$ cat config.mk
export PLATFORM = sky130hd
export DESIGN_NAME = matmul_result_drain
export DESIGN_NICKNAME = d
export VERILOG_FILES = /design/src/rtl/matmul_pkg.sv /design/src/rtl/drain_skid_fifo.sv /design/src/rtl/matmul_result_drain.sv
export SDC_FILE = /design/constraint.sdc
export NUM_CORES = 1
export LEC_CHECK = 0
export BUFFER_PORTS_ARGS = -buffer_cell sky130_fd_sc_hd__buf_4
export CAP_MARGIN = 20
export CORE_MARGIN = 5
export CORE_UTILIZATION = 54
export CTS_CLUSTER_DIAMETER = 40
export DETAILED_ROUTE_END_ITERATION = 10
export HOLD_SLACK_MARGIN = 0.1
export PLACE_DENSITY_LB_ADDON = 0.15
export SYNTH_ARGS = -nofsm -noshare
export SYNTH_HDL_FRONTEND = slang
export SYNTH_SLANG_ARGS = --single-unit
$ cat constraint.sdc
create_clock -name clk -period 3 [get_ports clk]
set_clock_uncertainty 0.05 [all_clocks]
set_input_delay 0.6 -clock clk [delete_from_list [all_inputs] [get_ports clk]]
set_output_delay 0.6 -clock clk [all_outputs]
set_load 0.03 [all_outputs]
$ cat src/rtl/matmul_pkg.sv
// Shared matmul definitions: default widths, the drain FSM state encoding
// and a small width helper. Used by tiled_matmul_engine and its result drain.
package matmul_pkg;

  localparam int ACC_WIDTH_DEF  = 32;
  localparam int MATRIX_DIM_DEF = 16;

  typedef enum logic [1:0] {
    DRAIN_IDLE  = 2'd0,
    DRAIN_RUN   = 2'd1,
    DRAIN_FLUSH = 2'd2
  } drain_state_e;

  // Counter width for values 0..n-1, never narrower than one bit.
  function automatic int clog2_min1(input int n);
    return (n > 1) ? $clog2(n) : 1;
  endfunction

endpackage

$ cat src/rtl/drain_skid_fifo.sv
// Two-entry FIFO between the result memory read port and the output stream.
// The head entry is a register that drives the stream directly, so the
// output word stays put while the consumer stalls.
module drain_skid_fifo
  import matmul_pkg::*;
#(
  parameter int WIDTH = 34
) (
  input  logic             clk,
  input  logic             rst,
  input  logic             push,
  input  logic [WIDTH-1:0] push_data,
  input  logic             pop,
  output logic [WIDTH-1:0] head_data,
  output logic             head_valid,
  output logic [1:0]       count
);

  logic [WIDTH-1:0] head_reg, head_next;
  logic [WIDTH-1:0] tail_reg, tail_next;
  logic [1:0]       count_reg, count_next;

  // Next-state of the two entries; the head only changes on pop or on a push
  // into an empty FIFO, which keeps the stalled output stable.
  always_comb begin
    head_next  = head_reg;
    tail_next  = tail_reg;
    count_next = count_reg;
    case ({push, pop})
      2'b10: begin
        if (count_reg == 2'd0) head_next = push_data;
        else                   tail_next = push_data;
        count_next = count_reg + 2'd1;
      end
      2'b01: begin
        if (count_reg == 2'd2) head_next = tail_reg;
        count_next = count_reg - 2'd1;
      end
      2'b11: begin
        if (count_reg == 2'd1) begin
          head_next = push_data;
        end else begin
          head_next = tail_reg;
          tail_next = push_data;
        end
      end
      default: ;
    endcase
  end

  // Storage and occupancy registers; reset empties the FIFO and zeroes the head.
  always_ff @(posedge clk or negedge rst) begin
    if (!rst) begin
      head_reg  <= '0;
      tail_reg  <= '0;
      count_reg <= 2'd0;
    end else begin
      head_reg  <= head_next;
      tail_reg  <= tail_next;
      count_reg <= count_next;
    end
  end

  assign head_data  = head_reg;
  assign head_valid = (count_reg != 2'd0);
  assign count      = count_reg;

endmodule

$ cat src/rtl/matmul_result_drain.sv
// Drains a MATRIX_DIM x MATRIX_DIM accumulator result memory in row-major
// order onto a valid/ready stream, with row and matrix end markers.
// Optional build macro RESULT_CHECKSUM_EN adds a running checksum output.
module matmul_result_drain
  import matmul_pkg::*;
#(
  parameter int ACC_WIDTH  = ACC_WIDTH_DEF,
  parameter int MATRIX_DIM = MATRIX_DIM_DEF,
  localparam int SIZE      = MATRIX_DIM * MATRIX_DIM,
  localparam int ADDR_W    = clog2_min1(SIZE)
) (
  input  logic                 clk,
  input  logic                 rst,
  input  logic                 start,
  output logic                 busy,
  output logic                 done,
  output logic                 mem_rd_en,
  output logic [ADDR_W-1:0]    mem_rd_addr,
  input  logic [ACC_WIDTH-1:0] mem_rd_data,
  output logic                 m_valid,
  input  logic                 m_ready,
  output logic [ACC_WIDTH-1:0] m_data,
  output logic                 m_row_last,
  output logic                 m_last
`ifdef RESULT_CHECKSUM_EN
  ,
  output logic [ACC_WIDTH-1:0] checksum,
  output logic                 checksum_valid
`endif
);

  localparam int COL_W  = clog2_min1(MATRIX_DIM);
  localparam int FIFO_W = ACC_WIDTH + 2;

  drain_state_e     state_reg, state_next;
  logic [ADDR_W-1:0] addr_reg, addr_next;
  logic [COL_W-1:0]  col_reg, col_next;
  logic              done_reg, done_next;

  // Read issued last cycle: its data is on mem_rd_data this cycle.
  logic              in_flight_reg;
  logic              in_flight_row_last_reg;
  logic              in_flight_last_reg;

  logic [FIFO_W-1:0] fifo_head;
  logic              fifo_valid;
  logic [1:0]        fifo_count;
  logic [1:0]        occupancy;
  logic              pop;
  logic              rd_en;
  logic              addr_is_last;
  logic              col_is_last;

  assign pop          = fifo_valid && m_ready;
  assign addr_is_last = (addr_reg == ADDR_W'(SIZE - 1));
  assign col_is_last  = (col_reg == COL_W'(MATRIX_DIM - 1));

  // Words that will sit in the FIFO once this cycle's pop and returning data
  // settle; a new read is only safe while that stays below two, and counting
  // the pop lets the stream sustain one word per cycle.
  assign occupancy = fifo_count - 2'(pop) + 2'(in_flight_reg);
  assign rd_en     = (state_reg == DRAIN_RUN) && (occupancy < 2'd2);

  // FSM next state, address/column counters and done pulse.
  always_comb begin
    state_next = state_reg;
    addr_next  = addr_reg;
    col_next   = col_reg;
    done_next  = 1'b0;
    case (state_reg)
      DRAIN_IDLE: begin
        if (start) begin
          state_next = DRAIN_RUN;
          addr_next  = '0;
          col_next   = '0;
        end
      end
      DRAIN_RUN: begin
        if (rd_en) begin
          if (addr_is_last) begin
            // Address parks on the final word instead of wrapping.
            state_next = DRAIN_FLUSH;
          end else begin
            addr_next = addr_reg + ADDR_W'(1);
            col_next  = col_is_last ? '0 : col_reg + COL_W'(1);
          end
        end
      end
      DRAIN_FLUSH: begin
        if (pop && fifo_head[FIFO_W-2]) begin
          state_next = DRAIN_IDLE;
          done_next  = 1'b1;
        end
      end
      default: state_next = DRAIN_IDLE;
    endcase
  end

  // State, counters and done register.
  always_ff @(posedge clk or negedge rst) begin
    if (!rst) begin
      state_reg <= DRAIN_IDLE;
      addr_reg  <= '0;
      col_reg   <= '0;
      done_reg  <= 1'b0;
    end else begin
      state_reg <= state_next;
      addr_reg  <= addr_next;
      col_reg   <= col_next;
      done_reg  <= done_next;
    end
  end

  // Tag each outstanding read with its markers; reset drops in-flight data.
  always_ff @(posedge clk or negedge rst) begin
    if (!rst) begin
      in_flight_reg          <= 1'b0;
      in_flight_row_last_reg <= 1'b0;
      in_flight_last_reg     <= 1'b0;
    end else begin
      in_flight_reg          <= rd_en;
      in_flight_row_last_reg <= rd_en && col_is_last;
      in_flight_last_reg     <= rd_en && addr_is_last;
    end
  end

  drain_skid_fifo #(
    .WIDTH(FIFO_W)
  ) u_fifo (
    .clk       (clk),
    .rst       (rst),
    .push      (in_flight_reg),
    .push_data ({in_flight_row_last_reg, in_flight_last_reg, mem_rd_data}),
    .pop       (pop),
    .head_data (fifo_head),
    .head_valid(fifo_valid),
    .count     (fifo_count)
  );

  assign busy        = (state_reg != DRAIN_IDLE);
  assign done        = done_reg;
  assign mem_rd_en   = rd_en;
  assign mem_rd_addr = addr_reg;
  assign m_valid     = fifo_valid;
  assign m_data      = fifo_head[ACC_WIDTH-1:0];
  assign m_last      = fifo_head[FIFO_W-2];
  assign m_row_last  = fifo_head[FIFO_W-1];

`ifdef RESULT_CHECKSUM_EN
  logic [ACC_WIDTH-1:0] checksum_reg;

  // Running modulo-2^ACC_WIDTH sum of delivered words, restarted per drain.
  always_ff @(posedge clk or negedge rst) begin
    if (!rst) begin
      checksum_reg <= '0;
    end else if ((state_reg == DRAIN_IDLE) && start) begin
      checksum_reg <= '0;
    end else if (pop) begin
      checksum_reg <= checksum_reg + fifo_head[ACC_WIDTH-1:0];
    end
  end

  assign checksum       = checksum_reg;
  assign checksum_valid = done_reg;
`else
  // Checksum feature not built.
`endif

endmodule

After elaboration in Yosys (flattened, before gate mapping)
Cells that the tools add are included.
W data, S select, Z words.
- output and inout port bits: 46
- bits in registers: 88
- input bits: 36
- equality and inequality tests: 18
- muxes and demuxes: 24
- $add $sub $neg: 6
- $lt $le $gt $ge: 1
- reduce and logical (&&, ||, !) cells: 17
- operators with widths (kind ; count):
    $mux W34 ; 5
    $pmux W34 S3 ; 1
    $pmux W34 S2 ; 1
    $mux W8 ; 3
    $mux W4 ; 4
    $pmux W8 S2 ; 1
    $ne A2 B2 Y1 const B ; 7
    $reduce_bool A2 Y1 ; 5
    $add A8 B1 Y8 const B ; 1
    $eq A2 B2 Y1 const B ; 4
    $eq A8 B8 Y1 const B ; 1
    $mux W2 ; 4
    $pmux W4 S2 ; 1
    $reduce_and A4 Y1 ; 2
    $eq A2 B1 Y1 const B ; 3
    $pmux W2 S3 ; 1
    $reduce_and A3 Y1 ; 2
    $logic_and A1 B1 Y1 ; 5
    $add A4 B1 Y4 const B ; 1
    $eq A4 B4 Y1 const B ; 1
    $logic_not A2 Y1 ; 2
    $ne A2 B1 Y1 const B ; 2
    $pmux W2 S2 ; 1
    $reduce_bool A3 Y1 ; 1
    other kinds (6) ; 7

Longest topological paths before layout
Gate-level depths: netlist (run 1).
- depth after elaboration: 8
- depth in mapped cells: 9
- mapped depth without buffers: 7

Cells and area by module
Synthesis (run 1) repeated with hierarchy kept, for this count alone.
- cells, all modules: 387
- area, all modules: 4543.1 sq um
- modules (own cells, without submodules) (module ; instances ; area an instance (sq um) ; cells an instance):
    drain_skid_fifo ; 1 ; 3611.0 ; 299
    matmul_result_drain ; 1 ; 932.1 ; 88

Worst setup path after synthesis (run 1)
Ideal clock, no wire load.
- path type: register to output
- from: reg u_fifo.count_reg[1], in the netlist u_fifo.count[1]
- to: out mem_rd_en
- data required time: 2350 ps
- stages on the path, launching flop included: 8
- setup slack: 370 ps
- arrival: 1980 ps
- path through: dfrtp_1 -> inv_1 -> ha_1 -> or4b_1 -> o21ai_2 -> xnor2_1 -> nand2_1 -> inv_1
- cells in the longest elaborated chain, start to end: 6
- ends and longest elaborated chain (what ; RTL line ; RTL):
    start, declared ; drain_skid_fifo.sv:21 ; logic [1:0] count_reg, count_next;
    start signal, assigned ; drain_skid_fifo.sv:60 ; count_reg <= count_next;
    $reduce_bool A2 Y1 ; drain_skid_fifo.sv:65 ; assign head_valid = (count_reg != 2'd0);
    $logic_and A1 B1 Y1 ; matmul_result_drain.sv:54 ; assign pop = fifo_valid && m_ready;
    $sub A2 B1 Y2 * ; matmul_result_drain.sv:61 ; assign occupancy = fifo_count - 2'(pop) + 2'(in_flight_reg);
    $add A2 B1 Y2 * ; matmul_result_drain.sv:61 ;
    $lt A2 B2 Y1 * ; matmul_result_drain.sv:62 ; assign rd_en = (state_reg == DRAIN_RUN) && (occupancy < 2'd2);
    $logic_and A1 B1 Y1 * ; matmul_result_drain.sv:62 ;
    end, declared ; matmul_result_drain.sv:17 ; output logic mem_rd_en,
Mark *: on every way between the ends. The rest lies on a longest branch, timed or not.

Worst setup path in the final report (run 1)
Same ends and word-level chain as after synthesis.

==> results of run 1 <==
==> cells by family (layout without fill, tap and decap cells) <==
logic type	after synthesis	count (layout)	share of synthesized area, %
fa+ha+maj	5	5	1.610
mux	71	71	19.39
simple gates	77	77	9.018
xor+xnor	4	4	0.9017
compound gates	60	60	8.986
flops	88	88	56.68
buf+inv	30	118	3.414
==> layout by cell type, fill, tap and decap left out, types with 3 or more instances in the layout <==
| master | synthesis | final |
|---|---|---|
| mux2_2 | 34 | 34 |
| inv_1 | 11 | 11 |
| and3_1 | 4 | 4 |
| nand3_1 | 5 | 5 |
| dfrtp_1 | 88 | 88 |
| o21ai_0 | 35 | 35 |
| nor2_1 | 6 | 6 |
| ha_1 | 5 | 4 |
| mux2i_1 | 37 | 37 |
| xnor2_1 | 4 | 3 |
| buf_4 | 0 | 90 |
| nand2_1 | 47 | 46 |
| a21oi_1 | 3 | 3 |
| nand2b_1 | 4 | 4 |
| a31oi_1 | 11 | 11 |
| clkbuf_8 | 0 | 11 |
==> cell type report <==
type / count / area, µm² / share of cell area [%]
well taps: 99 / 123.9 / 2.554
multi-input cells: 217 / 1574 / 32.46
inverters: 11 / 41.29 / 0.8514
flip-flops and latches: 88 / 2202 / 45.41
clock buffers: 11 / 151.4 / 3.122
repair buffers: 91 / 695.7 / 14.34
clock inverters: 5 / 61.31 / 1.264
==> through the flow <==
| stage | total power [µW] | cells | utilization [%] | hold WS (ns) |
|---|---|---|---|---|
| 6_report | 5895 | 522 | 67.95 | 0.2091 |
| 5_1_grt | 6311 | 522 | 67.95 | 0.2601 |
| 4_1_cts | 5906 | 520 | 67.60 | 0.2184 |
| 3_5_place_dp | 5043 | 504 | 64.62 | 0.4213 |
| 3_3_place_gp | 4943 | 504 | 64.62 | 0.4120 |
| 2_1_floorplan | 4140 | 335 | - | 0.2544 |
==> per-layer routing <==
metal  global-route usage, %  wire [µm]  vias up
li1                        -          -     1337
met2                   30.53       3831       64
met5                       0          0        -
met3                   3.028        361       14
met4                   7.933        126        0
met1                   23.31       3425     1343
==> worst max path at each step <==
| stage | to | slack (ns) | cells past startpoint |
|---|---|---|---|
| after floorplan | mem_rd_en | 0.37 | 7 |
| after global placement | mem_rd_en | 0.50 | 8 |
| after detailed placement | mem_rd_en | 0.43 | 8 |
| after CTS | mem_rd_en | 0.03 | 8 |
| after global routing | mem_rd_en | -0.04 | 8 |
| final | mem_rd_en | 0.08 | 8 |
==> report_power, final <==
part / internal, µW / switching, µW / total (µW)
logic: 1280 / 1680 / 2950
registers: 1750 / 341 / 2090
clock network: 437 / 416 / 852
==> what timing repair did <==
action,CTS,global route
setup buffers,0,2
setup endpoints to repair,0,1
gates resized for setup,0,2
==> critical path, cell delays in order (launching register included) <==
cell	delay, ns
dfrtp_1	0.46
inv_1	0.13
ha_2	0.23
or4b_1	0.50
o21ai_2	0.12
xnor2_2	0.14
nand2_1	0.11
inv_1	0.09
buf_4	0.16
==> impl_metrics.json, run 1 <==
{
  "result_of_the_run": "complete, no violations",
  "initial_core_util_pct": 54.44,
  "die_area_mm2": 0.008991,
  "num-nets-final": 459,
  "number_of_global_route_vias_before_repair": 2781,
  "synthArstFlopShare_pct": 100.0,
  "die_width_um": 94.82,
  "cts_tree": "done",
  "via_per_inst": 5.284,
  "final_area_mm2": 0.004850,
  "max-slew-margin-rel_pct": 34.43,
  "rows": 31,
  "route.vias.total": 2758,
  "antennaDiodeCount": 0,
  "post-synth-top-count-cell": "dfrtp_1",
  "ant_nets": 0,
  "synth-seq-cells": 88,
  "groute.usage.overall_pct": 18.22,
  "wl_per_cell_um": 14.84,
  "crit_path_start": "u_fifo.count[1]",
  "detailed_route_wire_length_mm": 7.744,
  "synthDistinctLibCells": 35,
  "synthTopCellsByArea": "dfrtp_1 57%, mux2_2 9.9%, mux2i_1 9.5%",
  "avgSynthCellArea_um2": 11.60,
  "drv.max_cap_violation_count": 0,
  "setup_viol_count_final": 0,
  "io_buffer_count": 81,
  "synthTopCellsByCount": "88 x dfrtp_1, 47 x nand2_1, 37 x mux2i_1, 35 x o21ai_0, 34 x mux2_2",
  "reg2reg_depth": 7,
  "grt_start_max_net_pins": 50,
  "clk_root_buffer_cell": "clkbuf_8",
  "die_y_um": 94.82,
  "hp-class": "primary input to asynchronous set/reset pin",
  "synth.cell_area_mm2": 0.003885,
  "placement.cell_area_mm2": 0.004612,
  "filler_cell_count": 588,
  "flop2flop_setup_slack_ns": 0.53,
  "synth-edff-count": 0,
  "drt_pre_antenna_iters": 4,
  "criticalPathCategory": "register to output port",
  "gr-total-overflow": 0,
  "syn_inst": 335,
  "grt_antenna_before_repair": 0,
  "final_period_minus_worst_setup_slack_ns": 2.919,
  "yosysWarnings": 0,
  "synthFlopType": "dfrtp_1",
  "final_setup_slack_of_the_worst_path_ns": 0.08104,
  "cts_htree_levels": 3,
  "grt_first_pass_wirelength_mm": 12.77,
  "synthDominantCellAreaShare_pct": 56.68,
  "timing.critical_path.required_ns": 2.35,
  "core_area_mm2": 0.007137,
  "cts_hold_buffers": 0,
  "slew_at_the_pin_closest_to_its_max_slew_limit_ns": 0.9798,
  "number_of_endpoints_with_negative_hold_slack_in_the_final_report": 0,
  "timing.critical_path.arrival_ns": 2.27,
  "drt_iter0_drc": 56,
  "slew_viol_final": 0,
  "synth.net_count": 376,
  "critical_path.reg2reg.startpoint": "u_fifo.count[1]",
  "detailedPlacementHpwl_mm": 5.232,
  "worst_setup_ep_type": "output port",
  "power_leakage_uw": 0.002426,
  "clockBufferDepth": 2,
  "setup_total_negative_slack_ns": 0,
  "numCtsBuffers": 9,
  "insertion_delay_ns": 0.35,
  "layout-drive-gt1-share_pct": 35.46,
  "yosysSeqAreaShare_pct": 56.68,
  "critical_path.startpoint_type": "register",
  "worst-path-max-fanout": 4,
  "cts.clk_slew.worst_paths_ns": 0.09,
  "final_estimated_routing_congestion_in_global_placement": 0.8028,
  "cts.sinks": 88,
  "final_clock_period_utilization_by_the_worst_path_pct": 97.30,
  "max-vdd-ir-drop_v": 0.0006731,
  "critical_path.reg2reg.endpoint": "col_reg[1]",
  "synth_top_cell_by_area": "dfrtp_1",
  "detailedPlace.worstSlack_ns": 0.4275,
  "synth_to_layout_area_growth_pct": 24.83,
  "floorplan.io_pins": 82,
  "pwrdens_mw_per_mm2": 1216,
  "max_fclk_mhz": 342.6,
  "remaining_drc_errors": 0
}
No activity file was read; power rests on OpenSTA's default activity.
==> run 2, diff against run 1 <==
- ABC_AREA: default -> 1
- CORE_UTILIZATION: 54 -> 55
==> impl_metrics.json, run 2 <==
{
  "syn_inst": 498,
  "power_leakage_uw": 0.002648,
  "route.vias.total": 3471,
  "remaining_drc_errors": 0,
  "drt_iter0_drc": 218,
  "ant_nets": 0,
  "final_cell_mix": "117 x nand2_1, 88 x dfrtp_1, 87 x buf_4",
  "synthDistinctLibCells": 26,
  "detailedPlace.worstSlack_ns": 0.8003,
  "cts.clk_slew.worst_paths_ns": 0.09,
  "numCtsBuffers": 9,
  "timing.critical_path.required_ns": 2.35,
  "synthDominantCellAreaShare_pct": 52.92,
  "cts.sinks": 88,
  "die_area_mm2": 0.009406,
  "hp-class": "primary input to asynchronous set/reset pin",
  "initial_core_util_pct": 57.07,
  "slew_at_the_pin_closest_to_its_max_slew_limit_ns": 0.6981,
  "comb_power_share_pct": 45.5,
  "avgSynthCellArea_um2": 8.356,
  "layout-drive-gt1-share_pct": 20.45,
  "num-nets-final": 613,
  "timing.critical_path.mode_cell": "nand2_1",
  "number_of_endpoints_with_negative_hold_slack_in_the_final_report": 0,
  "gr-total-overflow": 0,
  "grt_antenna_before_repair": 0,
  "clk_root_buffer_cell": "clkbuf_8",
  "utilization_pct": 69.39,
  "post_route_total_power_uw": 5067,
  "drt_pre_antenna_iters": 4,
  "final-seq-area_mm2": 0.002202,
  "filler_cell_count": 618,
  "synth_top_cell_by_area": "dfrtp_1",
  "synth_to_layout_area_growth_pct": 21.59,
  "critical-path-max-stage-delay_ns": 0.40,
  "pwrdens_mw_per_mm2": 1001,
  "io_buffer_count": 81,
  "groute.usage.overall_pct": 19.99,
  "synth-edff-count": 0,
  "wl_per_cell_um": 13.10,
  "final_period_minus_worst_setup_slack_ns": 2.568,
  "detailedPlacementHpwl_mm": 6.071,
  "synthTopCellsByCount": "117 x nand2_1, 88 x dfrtp_1, 82 x inv_1, 71 x o21ai_0, 34 x o211ai_1",
  "synth.net_count": 539,
  "clock_power_share_pct": 15.9,
  "rows": 31,
  "critical_path.startpoint_type": "register",
  "grt_start_max_net_pins": 55,
  "synth-seq-cells": 88,
  "yosysWarnings": 0,
  "die_y_um": 96.99,
  "max-slew-margin-rel_pct": 53.46,
  "max_fclk_mhz": 389.4,
  "synthFlopType": "dfrtp_1",
  "drv.max_cap_violation_count": 0,
  "critical_path.reg2reg.startpoint": "u_fifo.count[0]",
  "detailed_route_wire_length_mm": 8.857,
  "flop2flop_setup_slack_ns": 0.81,
  "worst-path-max-fanout": 6,
  "post_cts.repair.setup_buffers": 0,
  "cell_internal_pwr_uw": 2846,
  "timing.critical_path.arrival_ns": 1.92,
  "crit_path_slowest_cell": "dfrtp_1",
  "synth.cell_area_mm2": 0.004161,
  "setup_viol_count_final": 0,
  "number_of_global_route_vias_before_repair": 3497,
  "result_of_the_run": "complete, no violations",
  "criticalPathCategory": "register to output port",
  "max-vdd-ir-drop_v": 0.0006638,
  "synthTopCellsByArea": "dfrtp_1 53%, nand2_1 11%, o21ai_0 8.5%",
  "ctsResizeCount": 0,
  "via_per_inst": 5.135,
  "clockBufferDepth": 2,
  "die_width_um": 96.99,
  "rsz_0062_raised_after_global_routing": "no",
  "reg2reg_depth": 12,
  "slew_viol_final": 0,
  "post-synth-top-count-cell": "nand2_1",
  "yosysSeqAreaShare_pct": 52.92,
  "cts_tree": "done",
  "worst_setup_ep_type": "output port",
  "final_setup_slack_of_the_worst_path_ns": 0.4319,
  "multi_input_gate_area_in_the_final_layout_mm2": 0.001519,
  "switching_share_pct": 43.85,
  "final_estimated_routing_congestion_in_global_placement": 0.8438,
  "seqPwrFrac_pct": 38.6,
  "antennaDiodeCount": 0,
  "final_clock_period_utilization_by_the_worst_path_pct": 85.60,
  "worstPathCellList": "inv_1 -> ha_1 -> inv_2 -> nand2_1 -> nand2_1 -> nand3_1 -> nand2_1 -> nand3_1 -> inv_1 -> buf_4",
  "core_area_mm2": 0.007292,
  "cts_htree_levels": 3,
  "grt_first_pass_wirelength_mm": 15.71,
  "most_frequent_standard_cell_in_the_layout_excluding_fill_and_tap_cells": "nand2_1",
  "setup_total_negative_slack_ns": 0,
  "floorplan.io_pins": 82,
  "critical_path.reg2reg.endpoint": "mem_rd_addr[0]",
  "synthArstFlopShare_pct": 100.0,
  "cts_hold_buffers": 0,
  "insertion_delay_ns": 0.35,
  "p_sw_uw": 2222
}
## run 2: changes by cell type after synthesis, moves of 5 or more
| cell | change |
|---|---|
| a31oi_1 | -11 |
| buf_2 | +8 |
| inv_1 | +71 |
| inv_2 | +5 |
| mux2_2 | -34 |
| mux2i_1 | -37 |
| nand2_1 | +70 |
| nand3_1 | +9 |
| nand4_1 | +14 |
| nor2_1 | +15 |
| o211ai_1 | +33 |
| o21ai_0 | +36 |
## run 2: logic make-up (layout without fill, tap and decap cells)
family	after synthesis	after routing	share of synthesized area, %
AO/OA/AOI/OAI	111	111	15.48
buffers and inverters	113	192	11.00
flip-flops	88	88	52.92
XOR/XNOR	4	4	0.8420
AND/OR/NAND/NOR	177	177	18.25
adder cells (fa/ha/maj)	5	5	1.503
## run 2: critical path, delay by kind of cell, from the launching register on
family | cells | cell delay (ns)
adder cells (fa/ha/maj) | 1 | 0.23
buffers and inverters | 4 | 0.46
flip-flops | 1 | 0.40
AND/OR/NAND/NOR | 5 | 0.49
## run 2: layout make-up
class	count	share of cell area (%)
Clock inverter	7	1.409
Tap cell	99	2.448
Sequential cell	88	43.52
Multi-Input combinational cell	297	30.02
Clock buffer	9	2.448
Inverter	87	6.454
Timing Repair Buffer	89	13.70
## run 2: power groups by stage
| stage | logic, µW | registers (µW) | clock network (µW) |
|---|---|---|---|
| after floorplan | 1170 | 2370 | 0 |
| after global placement | 2250 | 1950 | 0 |
| after detailed placement | 2310 | 1970 | 0 |
| after CTS | 2330 | 1950 | 830 |
| after global routing | 2570 | 2020 | 886 |
| final | 2300 | 1960 | 807 |
## run 2: worst max-delay path by stage
stage                                from              to  slack, ns  cells past startpoint
after floorplan           u_fifo.count[0]       mem_rd_en       0.85                      9
after global placement    u_fifo.count[0]       mem_rd_en       0.90                     10
after detailed placement  u_fifo.count[0]  mem_rd_addr[0]       0.80                     12
after CTS                 u_fifo.count[0]       mem_rd_en       0.42                     10
after global routing      u_fifo.count[0]       mem_rd_en       0.27                     10
final                     u_fifo.count[0]       mem_rd_en       0.43                     10
## run 2: per-layer routing
layer  vias up  GRT usage (%)  wire length (µm)
met4         0          5.076                39
met3         2          6.331               403
met1      1655          24.58              3964
met5         -              0                 0
met2        66          34.13              4449
li1       1748              -                 -
## run 2: per-stage QoR
| stage | hold WS [ns] | instance area (µm²) | cells |
|---|---|---|---|
| 2_1_floorplan | 0.2544 | 4161 | 498 |
| 3_5_place_dp | 0.4246 | 4865 | 660 |
| 4_1_cts | 0.2591 | 5060 | 676 |
| 6_report | 0.2349 | 5060 | 676 |
| 3_3_place_gp | 0.4176 | 4865 | 660 |
| 5_1_grt | 0.2678 | 5060 | 676 |
